### src/rtl/ads_bus_pkg.sv
// Shared ADS serial-bus definitions: slave FSM states, default widths and
// read/write encoding used by the slave port, master port and arbiter.
package ads_bus_pkg;

  localparam int ADS_ADDR_W = 6;
  localparam int ADS_DATA_W = 8;

  localparam logic RW_WRITE = 1'b1;
  localparam logic RW_READ  = 1'b0;

  typedef enum logic [2:0] {
    ST_IDLE,
    ST_ADDR,
    ST_WDATA,
    ST_RDATA,
    ST_SPLIT,
    ST_RESUME
  } slave_state_t;

  // Bit counter width able to hold the longer of the two phase lengths.
  function automatic int bit_cnt_w(input int addr_w, input int data_w);
    int longest;
    longest = (addr_w > data_w) ? addr_w : data_w;
    return $clog2(longest + 1);
  endfunction

endpackage

### src/rtl/serdes_shift.sv
// LSB-first shift register: serial bits enter at the MSB and leave from the
// LSB, with a parallel load for read data and a last-bit flag driven from the
// caller's bit counter.
module serdes_shift #(
  parameter int WIDTH = 8,
  parameter int CNT_W = 4
) (
  input  logic             clk,
  input  logic             rstn,
  input  logic             shift_en,
  input  logic             ser_in,
  input  logic             load_en,
  input  logic [WIDTH-1:0] par_in,
  input  logic [CNT_W-1:0] bit_cnt,
  output logic [WIDTH-1:0] par_q,
  output logic [WIDTH-1:0] par_next,
  output logic             ser_out,
  output logic             done
);

  logic [WIDTH-1:0] sh_q, sh_d;

  // Next shifter contents: parallel load wins over a shift.
  always_comb begin
    par_next = {ser_in, sh_q[WIDTH-1:1]};
    sh_d     = sh_q;
    if (load_en) begin
      sh_d = par_in;
    end else if (shift_en) begin
      sh_d = par_next;
    end
  end

  // Shifter register, cleared by the port reset.
  always_ff @(posedge clk or negedge rstn) begin
    if (!rstn) begin
      sh_q <= '0;
    end else begin
      sh_q <= sh_d;
    end
  end

  assign par_q   = sh_q;
  assign ser_out = sh_q[0];
  // Asserted while the counter points at the final bit position of the word.
  assign done    = (bit_cnt == CNT_W'(WIDTH - 1));

endmodule

### src/rtl/bus_slave_port.sv
// Bit-serial ADS bus slave: shifts in address and write data, writes a local
// register file, serialises read data back, and splits the bus when the
// attached function is busy at the end of a read address phase.
module bus_slave_port
  import ads_bus_pkg::*;
#(
  parameter int ADDR_W   = ADS_ADDR_W,
  parameter int DATA_W   = ADS_DATA_W,
  parameter bit SPLIT_EN = 1'b1
) (
  input  logic              clk,
  input  logic              rstn,
  input  logic              sel,
  input  logic              rw,
  input  logic              sdata_in,
  input  logic              valid_in,
  input  logic              busy,
  output logic              sdata_out,
  output logic              valid_out,
  output logic              ready,
  output logic              split,
  output logic              split_release,
  output logic [DATA_W-1:0] wdata
);

  localparam int               CNT_W         = bit_cnt_w(ADDR_W, DATA_W);
  localparam logic [CNT_W-1:0] CNT_ADDR_FULL = CNT_W'(ADDR_W);
  localparam logic [CNT_W-1:0] CNT_RD_LAST   = CNT_W'(DATA_W);

  slave_state_t      state_q, state_d;
  logic [CNT_W-1:0]  cnt_q, cnt_d;
  logic              rw_q, rw_d;
  logic              split_q, split_d;
  logic              split_release_q, split_release_d;
  logic [DATA_W-1:0] wdata_q, wdata_d;

  logic              addr_shift, dat_shift, dat_load, mem_we;
  logic [ADDR_W-1:0] addr_q, addr_nxt;
  logic              addr_so, addr_done;
  logic [DATA_W-1:0] dat_q, dat_nxt, mem_rdata;
  logic              dat_so, dat_done;
  logic              unused_serdes;

  logic [DATA_W-1:0] mem_q [2**ADDR_W];

  serdes_shift #(.WIDTH(ADDR_W), .CNT_W(CNT_W)) u_addr_sh (
    .clk      (clk),
    .rstn     (rstn),
    .shift_en (addr_shift),
    .ser_in   (sdata_in),
    .load_en  (1'b0),
    .par_in   ('0),
    .bit_cnt  (cnt_q),
    .par_q    (addr_q),
    .par_next (addr_nxt),
    .ser_out  (addr_so),
    .done     (addr_done)
  );

  serdes_shift #(.WIDTH(DATA_W), .CNT_W(CNT_W)) u_data_sh (
    .clk      (clk),
    .rstn     (rstn),
    .shift_en (dat_shift),
    .ser_in   (sdata_in),
    .load_en  (dat_load),
    .par_in   (mem_rdata),
    .bit_cnt  (cnt_q),
    .par_q    (dat_q),
    .par_next (dat_nxt),
    .ser_out  (dat_so),
    .done     (dat_done)
  );

  // The address shifter is only read in parallel and the data shifter only
  // serially or via its next value.
  assign unused_serdes = ^{addr_nxt, addr_so, dat_q};

  assign mem_rdata = mem_q[addr_q];

  // Next-state, counter and strobe decode for the transaction FSM.
  always_comb begin
    state_d         = state_q;
    cnt_d           = cnt_q;
    rw_d            = rw_q;
    split_d         = 1'b0;
    split_release_d = 1'b0;
    wdata_d         = wdata_q;
    addr_shift      = 1'b0;
    dat_shift       = 1'b0;
    dat_load        = 1'b0;
    mem_we          = 1'b0;
    unique case (state_q)
      ST_IDLE: begin
        if (sel && valid_in) begin
          addr_shift = 1'b1;
          rw_d       = rw;
          cnt_d      = CNT_W'(1);
          state_d    = ST_ADDR;
        end
      end
      ST_ADDR: begin
        if (!sel) begin
          state_d = ST_IDLE;
          cnt_d   = '0;
        end else if (cnt_q == CNT_ADDR_FULL) begin
          // Address complete, stalled on busy (no-split variant).
          if (!busy) begin
            state_d = ST_RDATA;
            cnt_d   = '0;
          end
        end else if (valid_in) begin
          addr_shift = 1'b1;
          if (addr_done) begin
            cnt_d = '0;
            if (rw_q == RW_WRITE) begin
              state_d = ST_WDATA;
            end else if (!busy) begin
              state_d = ST_RDATA;
            end else if (SPLIT_EN) begin
              state_d = ST_SPLIT;
              split_d = 1'b1;
            end else begin
              cnt_d = CNT_ADDR_FULL;
            end
          end else begin
            cnt_d = cnt_q + CNT_W'(1);
          end
        end
      end
      ST_WDATA: begin
        if (!sel) begin
          state_d = ST_IDLE;
          cnt_d   = '0;
        end else if (valid_in) begin
          dat_shift = 1'b1;
          if (dat_done) begin
            mem_we  = 1'b1;
            wdata_d = dat_nxt;
            state_d = ST_IDLE;
            cnt_d   = '0;
          end else begin
            cnt_d = cnt_q + CNT_W'(1);
          end
        end
      end
      ST_RDATA: begin
        if (!sel) begin
          state_d = ST_IDLE;
          cnt_d   = '0;
        end else if (cnt_q == '0) begin
          // Turnaround: fetch the word while the bus is quiet.
          dat_load = 1'b1;
          cnt_d    = CNT_W'(1);
        end else begin
          dat_shift = 1'b1;
          if (cnt_q == CNT_RD_LAST) begin
            state_d = ST_IDLE;
            cnt_d   = '0;
          end else begin
            cnt_d = cnt_q + CNT_W'(1);
          end
        end
      end
      ST_SPLIT: begin
        if (!busy) begin
          split_release_d = 1'b1;
          state_d         = ST_RESUME;
        end
      end
      ST_RESUME: begin
        if (sel) begin
          state_d = ST_RDATA;
          cnt_d   = '0;
        end
      end
      default: begin
        state_d = ST_IDLE;
        cnt_d   = '0;
      end
    endcase
  end

  // Control and observation registers.
  always_ff @(posedge clk or negedge rstn) begin
    if (!rstn) begin
      state_q         <= ST_IDLE;
      cnt_q           <= '0;
      rw_q            <= RW_READ;
      split_q         <= 1'b0;
      split_release_q <= 1'b0;
      wdata_q         <= '0;
    end else begin
      state_q         <= state_d;
      cnt_q           <= cnt_d;
      rw_q            <= rw_d;
      split_q         <= split_d;
      split_release_q <= split_release_d;
      wdata_q         <= wdata_d;
    end
  end

  // Register-file write on the edge that captures the last data bit.
  always_ff @(posedge clk) begin
    if (mem_we) begin
      mem_q[addr_q] <= dat_nxt;
    end
  end

  assign ready         = (state_q == ST_IDLE);
  assign valid_out     = (state_q == ST_RDATA) && (cnt_q != '0);
  assign sdata_out     = valid_out & dat_so;
  assign split         = split_q;
  assign split_release = split_release_q;
  assign wdata         = wdata_q;

endmodule

### config.mk
export PLATFORM = sky130hd
export DESIGN_NAME = bus_slave_port
export DESIGN_NICKNAME = d
export VERILOG_FILES = /design/src/rtl/ads_bus_pkg.sv /design/src/rtl/serdes_shift.sv /design/src/rtl/bus_slave_port.sv
export SDC_FILE = /design/constraint.sdc
export NUM_CORES = 1
export LEC_CHECK = 0
export CAP_MARGIN = 20
export CORE_ASPECT_RATIO = 1.4
export CORE_MARGIN = 1.5
export CORE_UTILIZATION = 35
export CTS_CLUSTER_DIAMETER = 150
export DETAILED_ROUTE_END_ITERATION = 10
export GPL_TIMING_DRIVEN = 0
export MAX_ROUTING_LAYER = met4
export SLEW_MARGIN = 0
export SYNTH_ARGS = -nofsm -noshare
export SYNTH_HDL_FRONTEND = slang
export SYNTH_SLANG_ARGS = --single-unit
### constraint.sdc
create_clock -name clk -period 5.3 [get_ports clk]
set_input_delay 1.06 -clock clk [delete_from_list [all_inputs] [get_ports clk]]
set_output_delay 1.06 -clock clk [all_outputs]
set_load 0.02 [all_outputs]
==> Word-level counts from Yosys, hierarchy flattened <==
Memories as Yosys holds them, arrays and structs flattened.
Cells that the tools add are included.
{ "word_totals": {"regBits": 32, "latchBits": 0, "ram_bits": 512, "romBits": 0, "output_inout_bits": 13, "word_cells": 101, "n_memories": 1} }
{ "op_classes": {"addsub": 1, "multipliers": 0, "n_div": 0, "n_lt_le_gt_ge": 0, "eq_ne": 19, "n_shift": 0, "n_mux": 60, "bitwise": 2, "n_reduce_logical": 10} }
{ "mem_list": {"columns": ["memory", "depth", "width", "read_ports", "rd_ports_with_merged_regs", "wr", "line", "rtl"], "rows": [
  ["mem_q", 64, 8, 1, 0, 1, "bus_slave_port.sv:44", "logic [DATA_W-1:0] mem_q [2**ADDR_W];"]
]} }
{ "ops": {"columns": ["operator", "n"], "rows": [
  ["4-bit two-way mux", 13],
  ["3-bit two-way mux", 16],
  ["1-bit two-way mux", 25],
  ["4-bit case mux with 6 select lines", 1],
  ["3-bit case mux with 6 select lines", 1],
  ["8-bit two-way mux", 2],
  ["4-bit by 3-bit equality test with 1-bit output, second input constant", 3],
  ["3-bit != test, second input constant", 4],
  ["4-bit != test, second input constant", 3],
  ["10-bit AND reduction", 1],
  ["3-bit by 2-bit equality test with 1-bit output, second input constant", 2],
  ["3-bit equality test, second input constant", 2],
  ["6-bit AND reduction", 1],
  ["4-bit by 1-bit adder with 4-bit output, second input constant", 1],
  ["4-bit equality test, second input constant", 1],
  ["4-bit zero test", 1],
  ["2-bit != test, second input constant", 2],
  ["1-bit case mux with 2 select lines", 2],
  ["4-bit AND reduction", 1],
  ["4-bit nonzero test", 1],
  ["3-bit by 1-bit equality test with 1-bit output, second input constant", 1],
  ["3-bit zero test", 1],
  ["1-bit logical AND", 2],
  ["2-bit by 1-bit != test with 1-bit output, second input constant", 1],
  ["other kinds (4)", 4]
]} }

==> Depth between registers and ports, before layout <==
{ "logic_depth": {"ltp_word": 7, "depth_mapped": 10, "ltp_nobuf": 8} }

==> By module <==
From an unflattened synthesis, not the netlist that was laid out.
{ "unflattened": {"hier_cells": 1378, "hier_area_um2": 21891.0} }
{ "by_module_without_submodules": {"columns": ["mod", "instances", "cells_per_inst", "area_per_inst_um2", "seq_area_each_um2"], "rows": [
  ["bus_slave_port", 1, 1300, 21099.0, 15825.2],
  ["serdes_shift at u_data_sh", 1, 44, 450.4, 200.2],
  ["serdes_shift at u_addr_sh", 1, 34, 341.6, 150.1]
]} }

==> Worst setup path after synthesis <==
OpenSTA, ideal clock, no wires.
{ "synth_timing": {"path_kind": "in2reg", "from": "in sel", "to": "mem mem_q[45][0] in the netlist's numbering, enable pin", "setup_ps": 370, "arrival_ps": 2560, "required_time_ps": 4930, "slack_ps": 2370, "path_stages": 7, "n_path_buf": 3, "path_cell_list": "clkbuf_2 > and4bb_2 > and4_1 > buf_2 > buf_2 > nand2_1 > nor2_1"} }
{ "synth_via": {"elab_chain_cells": 4} }
{ "synth_rtl": {"columns": ["element", "line", "rtl"], "rows": [
  ["start, declared", "bus_slave_port.sv:13", "input logic sel,"],
  ["1-bit two-way mux", "bus_slave_port.sv:131", "if (!sel) begin"],
  ["1-bit two-way mux", "bus_slave_port.sv:92", "unique case (state_q)"],
  ["1-bit two-way mux", "bus_slave_port.sv:204", "if (mem_we) begin"],
  ["1-bit two-way mux (not written as such)", "bus_slave_port.sv:205", "mem_q[addr_q] <= dat_nxt;"],
  ["end, declared", "bus_slave_port.sv:44", null]
]} }
Every way passes these cells.

==> Worst setup path in the final report <==
{ "layout_timing": {"from": "reg u_addr_sh.sh_q[2], in the netlist u_addr_sh.par_q[2]", "to": "mem mem_q[12][2] in the netlist's numbering, enable pin"} }
{ "layout_lines": {"columns": ["element", "line", "rtl"], "rows": [
  ["start, declared", "serdes_shift.sv:21", "logic [WIDTH-1:0] sh_q, sh_d;"],
  ["start signal, assigned", "serdes_shift.sv:37", "sh_q <= '0;"],
  ["start signal, assigned", "serdes_shift.sv:39", "sh_q <= sh_d;"]
]} }
No word-level cell before the write port.

==> results.md <==
- STA puts the critical path data required time at 5.49 ns.
- The tree is rooted in a clkbuf_16.
- The hold buffer count at cts is 0.
- The worst setup path is of the reg2reg kind.
- The count of port buffers added during placement is 18.
- The number of clock buffers added by TritonCTS is 48.
- The predominant post-synthesis flop cell is edfxtp_1.
- The fmax is 240 MHz.
- The run finished with clean final reports.
- The signal on the critical path passes through buf_6 > buf_4 > buf_4 > buf_2 > buf_2 > nand2_1 > nor2_1.
- The flip-flop and latch count after synthesis is 544.
- Combinational logic is responsible for a little over a third of the overall power.
- In this run the power spent charging and discharging nets is 5160 uW.
- The total leakage power is 0.00790 uW.
- Using the TritonRoute via totals, the vias-per-cell ratio works out to 5.94.
- The number of setup buffers added after CTS is 0.
- The floorplan step set the die height to 299 microns.
- On the critical path, the stage with the largest delay is an instance of nor2_1.
- Dividing the detail-routed wire length by the instance count gives 32.0 microns.
- The final wirelength is 70.8 mm.
- The residual antenna-violating net count after detailed routing is 0.
- The die width is 214 microns.
- Setup repair after global routing left no endpoint under its margin.
- Leaving out fill and tap cells, the most frequent cells in the layout are edfxtp_1 (512), nor2_1 (89), mux2i_1 (67), mux2_2 (64), nand2_1 (58).
- The instance area at placement is 0.0233 sq mm.
- A synthesized cell averages 17.1 sq um.
- The die outline area is approximately 0.064 sq mm.
- The delay of the slowest cell on the worst path is about 0.93 ns.
- On the critical path the largest part of the delay comes from buffers and inverters.
- Counting every instance in the synthesized netlist gives about 1300.
- At the pin with the least slew margin, the transition time is between 1 and 1.5 ns.
- The largest net degree at the start of global routing is a little over 50.
- The starting utilization of the core area is 35.4%.
- The worst register-to-register path has a setup slack of 1.14 ns.
- Counting every sink on the clock net gives around 540.
- Counting flops with a built-in enable in the synthesized netlist gives a little over 500.
- The H-tree was split into 2 levels.
- The maximum net fanout on the critical path is 10.
- The initialized floorplan defines ~110 standard-cell rows.
- The internal power is 8750 uW.
- The first-pass iteration count of the detailed router is 6.
- The worst setup path is captured at a flop.
- The tool flagged a number of max-cap violations equal to 0.
- The area of the mapped netlist is 0.0219 sq mm.
- The data arrival time of the worst path is 4.35 ns.
- The most common cell after layout, fill and taps aside is edfxtp_1.
- The standard cell core area is between 0.06 and 0.07 sq mm.
- The worst slew margin relative to its limit is 20.9%.
- In this run, the clock network consumes 25.1% of the power.
- The number of buffers and inverters on the critical path is 5.
- The number of DRC violations after detailed-routing iteration 0 is ~1900.
- Adding up every negative setup slack in the final design gives 0 ns.
- The net count of the finished layout is 1367.
- The detailed router placed 13100 vias in this run.
- The net switching fraction of the power is 37.1%.
- The worst setup path is launched from a flop.
- The fraction of final layout cells with drive strength greater than 1 is 18.9%.
- After clock tree synthesis, the repair step resized 0 gates.
- The post-route DRC violation count is 0.
- The count of final max-slew check failures came to 0.
- Sequential cells burn 40.2% of the power.
- The initial antenna violation count came to 1.
- The first global-routing pass estimated ~99 mm of wire.
- The I/O pin count is 20.
- The finished cells cover approximately 0.025 sq mm.
- After synthesis, the share of flip-flops with an asynchronous set or reset is 5.88%.
- The largest buffer count on any clock path is 3.
- The maximum clock skew at final layout is roughly 0.021 ns.
- The worst min-delay path category is reg2reg.
- The share of the clock period used by the worst path is 78.5%.
- The number of global-route vias before repair is 12900.
- The post-synthesis net count is between 1000 and 1500.
- The portion of the post-synthesis area used by sequential elements is 73.9%.
- The worst path in the final design needs a cycle of 4.16 ns, including I/O delays and setup.
- The clock network latency to the later pin of the worst-skew pair is slightly below 0.6 ns.
- During synthesis, Yosys emitted a total of 0 warnings.
- The number of library cell types mapped by synthesis is 66.
- Setup violations remaining at the end of the flow were counted as 0.
- Once detailed placement completed, the half-perimeter wirelength came to roughly 46 mm.
- The peak supply drop is 0.263 mV.
- The count of final hold-check violations is 0.
- The routability congestion estimate is 0.992.
- TritonCTS built the clock tree.
- The total track usage is 22.6%.
- Clock-pin slew was measured on the worst setup and hold paths at 0.07 ns.
- The cell area power density is around 560 mW/mm^2.
- The area overhead of the layout relative to synthesis is 13.4%.
- The remaining global-route overflow is 0.
power by group through the flow:
stage                     clock, uW  combinational, uW  sequential, uW
after floorplan                   0               2400            5690
after global placement            0               4190            6030
after detailed placement          0               4670            5680
after CTS                      3510               4680            5590
after global routing           3650               4900            5610
final                          3490               4820            5600
stage by stage:
stage / total power (uW) / std cells / utilization [%] / hold slack, ns / worst slack [ns]
after CTS: 13800 / 2212 / 40.1 / 0.509 / 1.36
after global routing: 14200 / 2214 / 40.1 / 0.517 / 1.15
after floorplan: 8090 / 1278 / - / 0.494 / 2.37
final: 13900 / 2214 / 40.1 / 0.503 / 1.14
after global placement: 10200 / 2121 / 37.3 / 0.493 / 1.22
after detailed placement: 10400 / 2130 / 37.6 / 0.495 / 1.26
logic make-up after synthesis:
kind of cell | synth area share (%)
AOI/OAI and AO/OA | 8.20
xor gates and xnor gates | 0.0400
adders and majority gates | 0.229
buffers and inverters | 2.29
DFF | 73.9
muxes | 10.4
and+or+nand+nor | 5.00
per-layer routing:
metal  part of all wire (%)  vias to the layer above  track usage [%]
met2                     48                      892             36.8
li1                       -                     5299                -
met1                     35                     6691             26.0
met5                      0                        -                -
met3                    8.5                      261             2.65
met4                    8.9                        0             16.6
layout make-up:
| cell class | count | area (sq um) |
|---|---|---|
| Fill cell | 5670 | 37100 |
| Sequential cell | 544 | 16200 |
| Multi-Input combinational cell | 653 | 5230 |
| Clock buffer | 63 | 1310 |
| Tap cell | 825 | 1030 |
| Buffer | 75 | 478 |
| Timing Repair Buffer | 28 | 353 |
| Clock inverter | 19 | 214 |
| Inverter | 6 | 22.5 |
| Antenna cell | 1 | 2.50 |
path summary, 6_finish.rpt:
| path | startpoint | end | depth (start not counted) |
|---|---|---|---|
| min reg2reg | wdata[4]$_DFFE_PN0P_ | wdata[4]$_DFFE_PN0P_ | 1 |
| max reg2reg | u_addr_sh.par_q[2]$_DFFE_PN0P_ | mem_q[12][2]$_DFFE_PP_ | 7 |
| max | u_addr_sh.par_q[2]$_DFFE_PN0P_ | mem_q[12][2]$_DFFE_PP_ | 7 |
| min | wdata[4]$_DFFE_PN0P_ | wdata[4]$_DFFE_PN0P_ | 1 |
| max in group asynchronous | rstn | u_data_sh.par_q[7]$_DFFE_PN0P_ | 1 |
| min in group asynchronous | rstn | u_data_sh.par_q[0]$_DFFE_PN0P_ | 1 |
worst register-to-register path, cell delays in order, from the launching register on:
cell and delay [ns]:
dfrtp_1 0.39, buf_6 0.19, buf_4 0.29, buf_4 0.43, buf_2 0.46, buf_2 0.51
nand2_1 0.57, nor2_1 0.93
state kept, by name, indices dropped and copies added (netlist names):
signal / count
u_data_sh.par_q: 8
state_q: 3
split_release: 1
split: 1
rw_q: 1
u_addr_sh.par_q: 6
wdata: 8
mem_q: 512
cnt_q: 4
Yosys cell counts, types with 8 or more instances:
cell type	number	area [sq um]
buf_4	15	113
a31oi_1	12	75.1
a22oi_1	43	323
o211ai_1	9	67.6
o22ai_1	18	113
nand3b_1	8	60.1
nor2_1	89	334
clkbuf_1	16	60.1
a21oi_1	32	160
buf_6	14	158
buf_2	27	135
nand2_1	58	218
dfrtp_1	32	801
mux2_2	64	721
mux4_2	37	833
edfxtp_1	512	15400
mux2i_1	67	671
o21ai_0	36	180
a221oi_1	41	359
or3_1	8	50.1
nand3_1	14	70.1
No activity file was read; power rests on OpenSTA's default activity.
